$ cat src/rtl/ece571_cpu_pipe.sv
// ece571_cpu_pipe: two-stage ALU pipeline with an internal register file.
// RD latches an issued instruction; operands are selected and the ALU result
// is computed as RD advances into EX. EX holds the result for the consumer
// and writes it back to the register file on retire. A host port can preload
// registers at any time. A retire write to the same register on the same edge
// takes priority over a host write.
module ece571_cpu_pipe #(
  parameter int DATA_W = 32,
  parameter int NREGS  = 16,
  localparam int AW    = $clog2(NREGS)
) (
  input  logic              clk,
  input  logic              reset,
  input  logic              in_valid,
  output logic              in_ready,
  input  logic [2:0]        in_op,
  input  logic [AW-1:0]     in_rs1,
  input  logic [AW-1:0]     in_rs2,
  input  logic [AW-1:0]     in_rd,
  input  logic              in_wen,
  input  logic              host_we,
  input  logic [AW-1:0]     host_waddr,
  input  logic [DATA_W-1:0] host_wdata,
  output logic              out_valid,
  input  logic              out_ready,
  output logic [DATA_W-1:0] out_result,
  output logic [AW-1:0]     out_rd,
  output logic              out_zero
);

  localparam int SW = $clog2(DATA_W);

  localparam logic [2:0] OP_ADD = 3'd0;
  localparam logic [2:0] OP_SUB = 3'd1;
  localparam logic [2:0] OP_AND = 3'd2;
  localparam logic [2:0] OP_OR  = 3'd3;
  localparam logic [2:0] OP_XOR = 3'd4;
  localparam logic [2:0] OP_SLL = 3'd5;
  localparam logic [2:0] OP_SRL = 3'd6;
  localparam logic [2:0] OP_SLT = 3'd7;

  logic [DATA_W-1:0] regs [NREGS];

  // RD stage: instruction fields waiting for operand read
  logic          rd_valid;
  logic [2:0]    rd_op;
  logic [AW-1:0] rd_rs1;
  logic [AW-1:0] rd_rs2;
  logic [AW-1:0] rd_rd;
  logic          rd_wen;

  // EX stage: computed result waiting for the consumer
  logic              ex_valid;
  logic [DATA_W-1:0] ex_result;
  logic [AW-1:0]     ex_rd;
  logic              ex_wen;
  logic              ex_zero;

  logic              ex_adv;
  logic              rd_adv;
  logic              retire;
  logic [DATA_W-1:0] opa;
  logic [DATA_W-1:0] opb;
  logic [SW-1:0]     shamt;
  logic [DATA_W-1:0] alu_res;

  assign ex_adv   = !ex_valid || out_ready;
  assign rd_adv   = rd_valid && ex_adv;
  assign retire   = ex_valid && out_ready;
  // Held low during reset so the issuer cannot push into a clearing pipe.
  assign in_ready = !reset && (!rd_valid || rd_adv);

  assign out_valid  = ex_valid;
  assign out_result = ex_result;
  assign out_rd     = ex_rd;
  assign out_zero   = ex_zero;

  // Operand A: newest value wins -- EX result, then same-edge host write, then regfile
  always_comb begin
    opa = regs[rd_rs1];
    if (host_we && (host_waddr == rd_rs1)) begin
      opa = host_wdata;
    end
    if (ex_valid && ex_wen && (ex_rd == rd_rs1)) begin
      opa = ex_result;
    end
  end

  // Operand B: same priority as operand A
  always_comb begin
    opb = regs[rd_rs2];
    if (host_we && (host_waddr == rd_rs2)) begin
      opb = host_wdata;
    end
    if (ex_valid && ex_wen && (ex_rd == rd_rs2)) begin
      opb = ex_result;
    end
  end

  assign shamt = opb[SW-1:0];

  // ALU: all arithmetic wraps modulo 2^DATA_W; shifts use only the low SW bits of b
  always_comb begin
    alu_res = '0;
    case (rd_op)
      OP_ADD:  alu_res = opa + opb;
      OP_SUB:  alu_res = opa - opb;
      OP_AND:  alu_res = opa & opb;
      OP_OR:   alu_res = opa | opb;
      OP_XOR:  alu_res = opa ^ opb;
      OP_SLL:  alu_res = opa << shamt;
      OP_SRL:  alu_res = opa >> shamt;
      OP_SLT:  alu_res = {{(DATA_W-1){1'b0}}, ($signed(opa) < $signed(opb))};
      default: alu_res = '0;
    endcase
  end

  // RD stage register: accept a new instruction whenever the slot is free or draining
  always_ff @(posedge clk or posedge reset) begin
    if (reset) begin
      rd_valid <= 1'b0;
      rd_op    <= '0;
      rd_rs1   <= '0;
      rd_rs2   <= '0;
      rd_rd    <= '0;
      rd_wen   <= 1'b0;
    end else if (in_ready) begin
      rd_valid <= in_valid;
      if (in_valid) begin
        rd_op  <= in_op;
        rd_rs1 <= in_rs1;
        rd_rs2 <= in_rs2;
        rd_rd  <= in_rd;
        rd_wen <= in_wen;
      end
    end
  end

  // EX stage register: capture the ALU result as RD advances, hold while stalled
  always_ff @(posedge clk or posedge reset) begin
    if (reset) begin
      ex_valid  <= 1'b0;
      ex_result <= '0;
      ex_rd     <= '0;
      ex_wen    <= 1'b0;
      ex_zero   <= 1'b1;
    end else if (ex_adv) begin
      ex_valid <= rd_valid;
      if (rd_valid) begin
        ex_result <= alu_res;
        ex_rd     <= rd_rd;
        ex_wen    <= rd_wen;
        ex_zero   <= (alu_res == '0);
      end
    end
  end

  // Register file: retire writeback beats a host write to the same register
  always_ff @(posedge clk or posedge reset) begin
    if (reset) begin
      for (int i = 0; i < NREGS; i++) begin
        regs[i] <= '0;
      end
    end else begin
      for (int i = 0; i < NREGS; i++) begin
        if (retire && ex_wen && (ex_rd == AW'(i))) begin
          regs[i] <= ex_result;
        end else if (host_we && (host_waddr == AW'(i))) begin
          regs[i] <= host_wdata;
        end
      end
    end
  end

endmodule

$ cat config.mk
export PLATFORM = sky130hd
export DESIGN_NAME = ece571_cpu_pipe
export DESIGN_NICKNAME = d
export VERILOG_FILES = /design/src/rtl/ece571_cpu_pipe.sv
export SDC_FILE = /design/constraint.sdc
export NUM_CORES = 2
export LEC_CHECK = 0
export ABC_CLOCK_PERIOD_IN_PS = 20900
export CAP_MARGIN = 20
export CORE_UTILIZATION = 28
export CTS_CLUSTER_DIAMETER = 100
export DETAILED_ROUTE_END_ITERATION = 10
export GPL_ROUTABILITY_DRIVEN = 0
export MAX_ROUTING_LAYER = met4
export PLACE_DENSITY = 0.44
export RECOVER_POWER = 100
export SYNTH_ARGS = -nofsm -noshare
export SYNTH_HDL_FRONTEND = slang
export SYNTH_SLANG_ARGS = --single-unit
$ cat constraint.sdc
create_clock -name clk -period 20.9 [get_ports clk]
set_input_delay 4.18 -clock clk [delete_from_list [all_inputs] [get_ports clk]]
set_output_delay 4.18 -clock clk [all_outputs]
set_load 0.03 [all_outputs]
==> results.cfg <==
[logic_synthesis]
synth.most_common_cell = mux2i_1
yosys-top-cells-count = 670 x mux2i_1, 567 x dfrtp_1, 442 x nor2_1, 405 x nand2_1, 376 x a21oi_1
yosysTopAreaCellShare_pct = 32.83
avgSynthCellArea_um2 = 9.734
synth_cell_type_count = 87
yosysTopAreaCell = dfrtp_1
synth_ff_type = dfrtp_1
synthCells = 4440
synth_top_cells_by_area = dfrtp_1 33%, mux2i_1 16%, mux4_2 13%
yosys_warnings = 0
syn_area_um2 = 43220
ys_ff_latch = 568
synth_edf_count = 0
async_flop_share_pct = 100.0
seq_area_frac_synth_pct = 32.89
synth_nets = 4596

[drt]
drt_wl_total_um = 190900
wire_per_inst_um = 29.98
drtPass1Iterations = 7
drc = 0
ant_nets = 0
via_per_inst = 5.730
drt_iter0_markers = 3781
via_count = 36488

[timing]
maxSlewHeadroom_pct = -210.7
fmax_ghz = 0.06301
clock_skew_ns = 0.04265
period_share_pct = 75.94
setup_tns_ns = 0
maxSlewViolCount = 1571
hold_viol = 0
tightestPinTransition_ns = 4.661
period_minus_slack_ns = 15.87
rsz0062_at_grt = no
setup_viol = 0

[placement]
dp_hpwl_um = 118500
io_buffers = 95

[final_layout]
fillCellCount = 15653
multiInputGateArea_um2 = 26680
final_nets = 4432
seqCellArea_um2 = 14250
drive_gt1_share_pct = 14.35
syn2layout_area_growth_pct = 11.66
final_core_util_pct = 31.62

[pwr]
leakage_nw = 19.96
max-vdd-ir-drop_uv = 101.7
p_per_area_nw_per_um2 = 192.5

[clock_network]
clock-root-buffer = clkbuf_16
cts_repair_resize_count = 0
cts.sinks = 568
cts_buffers = 75
clk_pin_slew_ns = 0.06
post_cts_buffers = 0
clockBufferDepth = 3
cts_hold_buf = 0
cts.htree.levels = 3
clk_latency_ns = 0.73
cts_tree = built

[floorplan]
start_util_pct = 28.32
io_pins = 96
fp-row-count = 143
chipWidth_um = 394.9
dieArea_um2 = 155900
die_y_um = 394.9
core_um2 = 152600

[critical_path]
cp_max_fo = 56
slowest_stage = clkbuf_1
cp-start-kind = primary input
path_common_cell = clkbuf_1
reg2reg_slack_ns = 8.33
cp.required_ns = 21.51
r2r_end = out_zero
worstPathArrival_ns = 16.48
timing.rr.start = rd_rs2[1]
worst_path_largest_cell_delay_ns = 2.25
path_class = in2reg
end_kind = flop
reg2reg_depth = 26

[grt]
groute.usage.overall_pct = 24.72
grt_max_degree = 95
first_global_vias = 35337
grt_pass1_wl_um = 273700
antenna_found_initial = 6
grt_overflow_total = 0

[worst_hold_path]
min_from = rd_rd[2]
hp-class = reg2reg
hold_end = out_rd[2]
hold_path_depth = 2

[flow_run]
drv_cap = 36

[status]
outcome = finished, violations left
violations = capacitance limit, slew limit
area by class of cell:
cell class / instances / share of cell area [%]
well taps: 2030 / 5.263
diodes: 5 / 0.02593
flip-flops and latches: 568 / 29.52
multi-input cells: 3294 / 55.29
inverters: 104 / 0.8167
clock buffers: 115 / 4.641
repair buffers: 233 / 3.884
clock inverters: 19 / 0.5523
worst max path at each step:
stage	start	to	slack [ns]	cells past startpoint
floorplan	reset	ex_wen	0.83	1
global placement	host_waddr[0]	out_zero	8.48	25
detailed placement	host_waddr[1]	out_zero	8.53	26
CTS	host_waddr[1]	out_zero	9.25	26
global route	host_waddr[1]	out_zero	4.57	27
finish	host_waddr[1]	out_zero	5.03	27
per-layer routing:
metal	part of all wire [%]	track usage (%)	wire, um
met5	0	-	0
met4	3.8	8.970	7225
met3	7.2	4.220	13720
met2	46	38.18	88310
met1	43	32.43	81660
stage by stage:
stage | cells | instance area, um^2 | setup slack [ns] | power, W | hold WS [ns]
6_report | 6368 | 48260 | 5.029 | 0.009289 | 0.4712
5_1_grt | 6368 | 48260 | 4.573 | 0.009763 | 0.4978
4_1_cts | 6361 | 48470 | 9.248 | 0.009162 | 0.4752
3_5_place_dp | 6227 | 45960 | 8.531 | 0.007769 | 0.4574
3_3_place_gp | 6226 | 45950 | 8.478 | 0.007758 | 0.4528
2_1_floorplan | 4440 | 43220 | 0.8340 | 0.005953 | 0.4331
sequential cells by signal, indices dropped and copies added, names as in the netlist:
| signal | count |
|---|---|
| regs | 512 |
| out_result | 32 |
| out_rd | 4 |
| rd_rd | 4 |
| rd_rs1 | 4 |
| rd_rs2 | 4 |
| rd_op | 3 |
| ex_wen | 1 |
| out_valid | 1 |
| out_zero | 1 |
| rd_valid | 1 |
| rd_wen | 1 |
logic make-up after synthesis:
family	share of synthesized area (%)
AO/OA/AOI/OAI	15.06
XOR/XNOR	0.8917
adder cells (fa/ha/maj)	2.924
buffers and inverters	5.744
flip-flops	32.89
multiplexers	32.33
AND/OR/NAND/NOR	10.16
cell usage in the layout, fill, tap and decap left out, types with 34 or more instances in the layout:
| cell | synthesis | layout |
|---|---|---|
| a21oi_1 | 376 | 375 |
| mux2i_1 | 670 | 670 |
| a211oi_1 | 52 | 52 |
| ha_1 | 97 | 97 |
| o21ai_0 | 368 | 368 |
| dlygate4sd3_1 | 0 | 44 |
| mux2_2 | 60 | 58 |
| nand2_1 | 405 | 399 |
| nor2b_1 | 40 | 37 |
| clkbuf_16 | 0 | 77 |
| buf_4 | 17 | 105 |
| clkbuf_1 | 335 | 53 |
| inv_1 | 92 | 91 |
| dfrtp_1 | 567 | 558 |
| nor2_1 | 442 | 431 |
| mux4_2 | 257 | 257 |
| nand3_1 | 35 | 34 |
| clkdlybuf4s50_1 | 0 | 51 |
power by group:
| group | leakage, nW | switching (W) | total [W] | internal [W] |
|---|---|---|---|---|
| sequential | 6.92 | 0.000509 | 0.00214 | 0.00163 |
| combinational | 11.8 | 0.00348 | 0.00579 | 0.00231 |
| clock | 1.22 | 0.000577 | 0.00136 | 0.000782 |
| total | 20.0 | 0.00457 | 0.00929 | 0.00472 |
critical path, delay by kind of cell:
family,cells,cell delay (ns)
multiplexers,1,0.31
XOR/XNOR,2,0.30
AO/OA/AOI/OAI,11,3.21
buffers and inverters,6,6.70
AND/OR/NAND/NOR,6,1.09
adder cells (fa/ha/maj),1,0.64
Power figures use the tool's default switching activity.
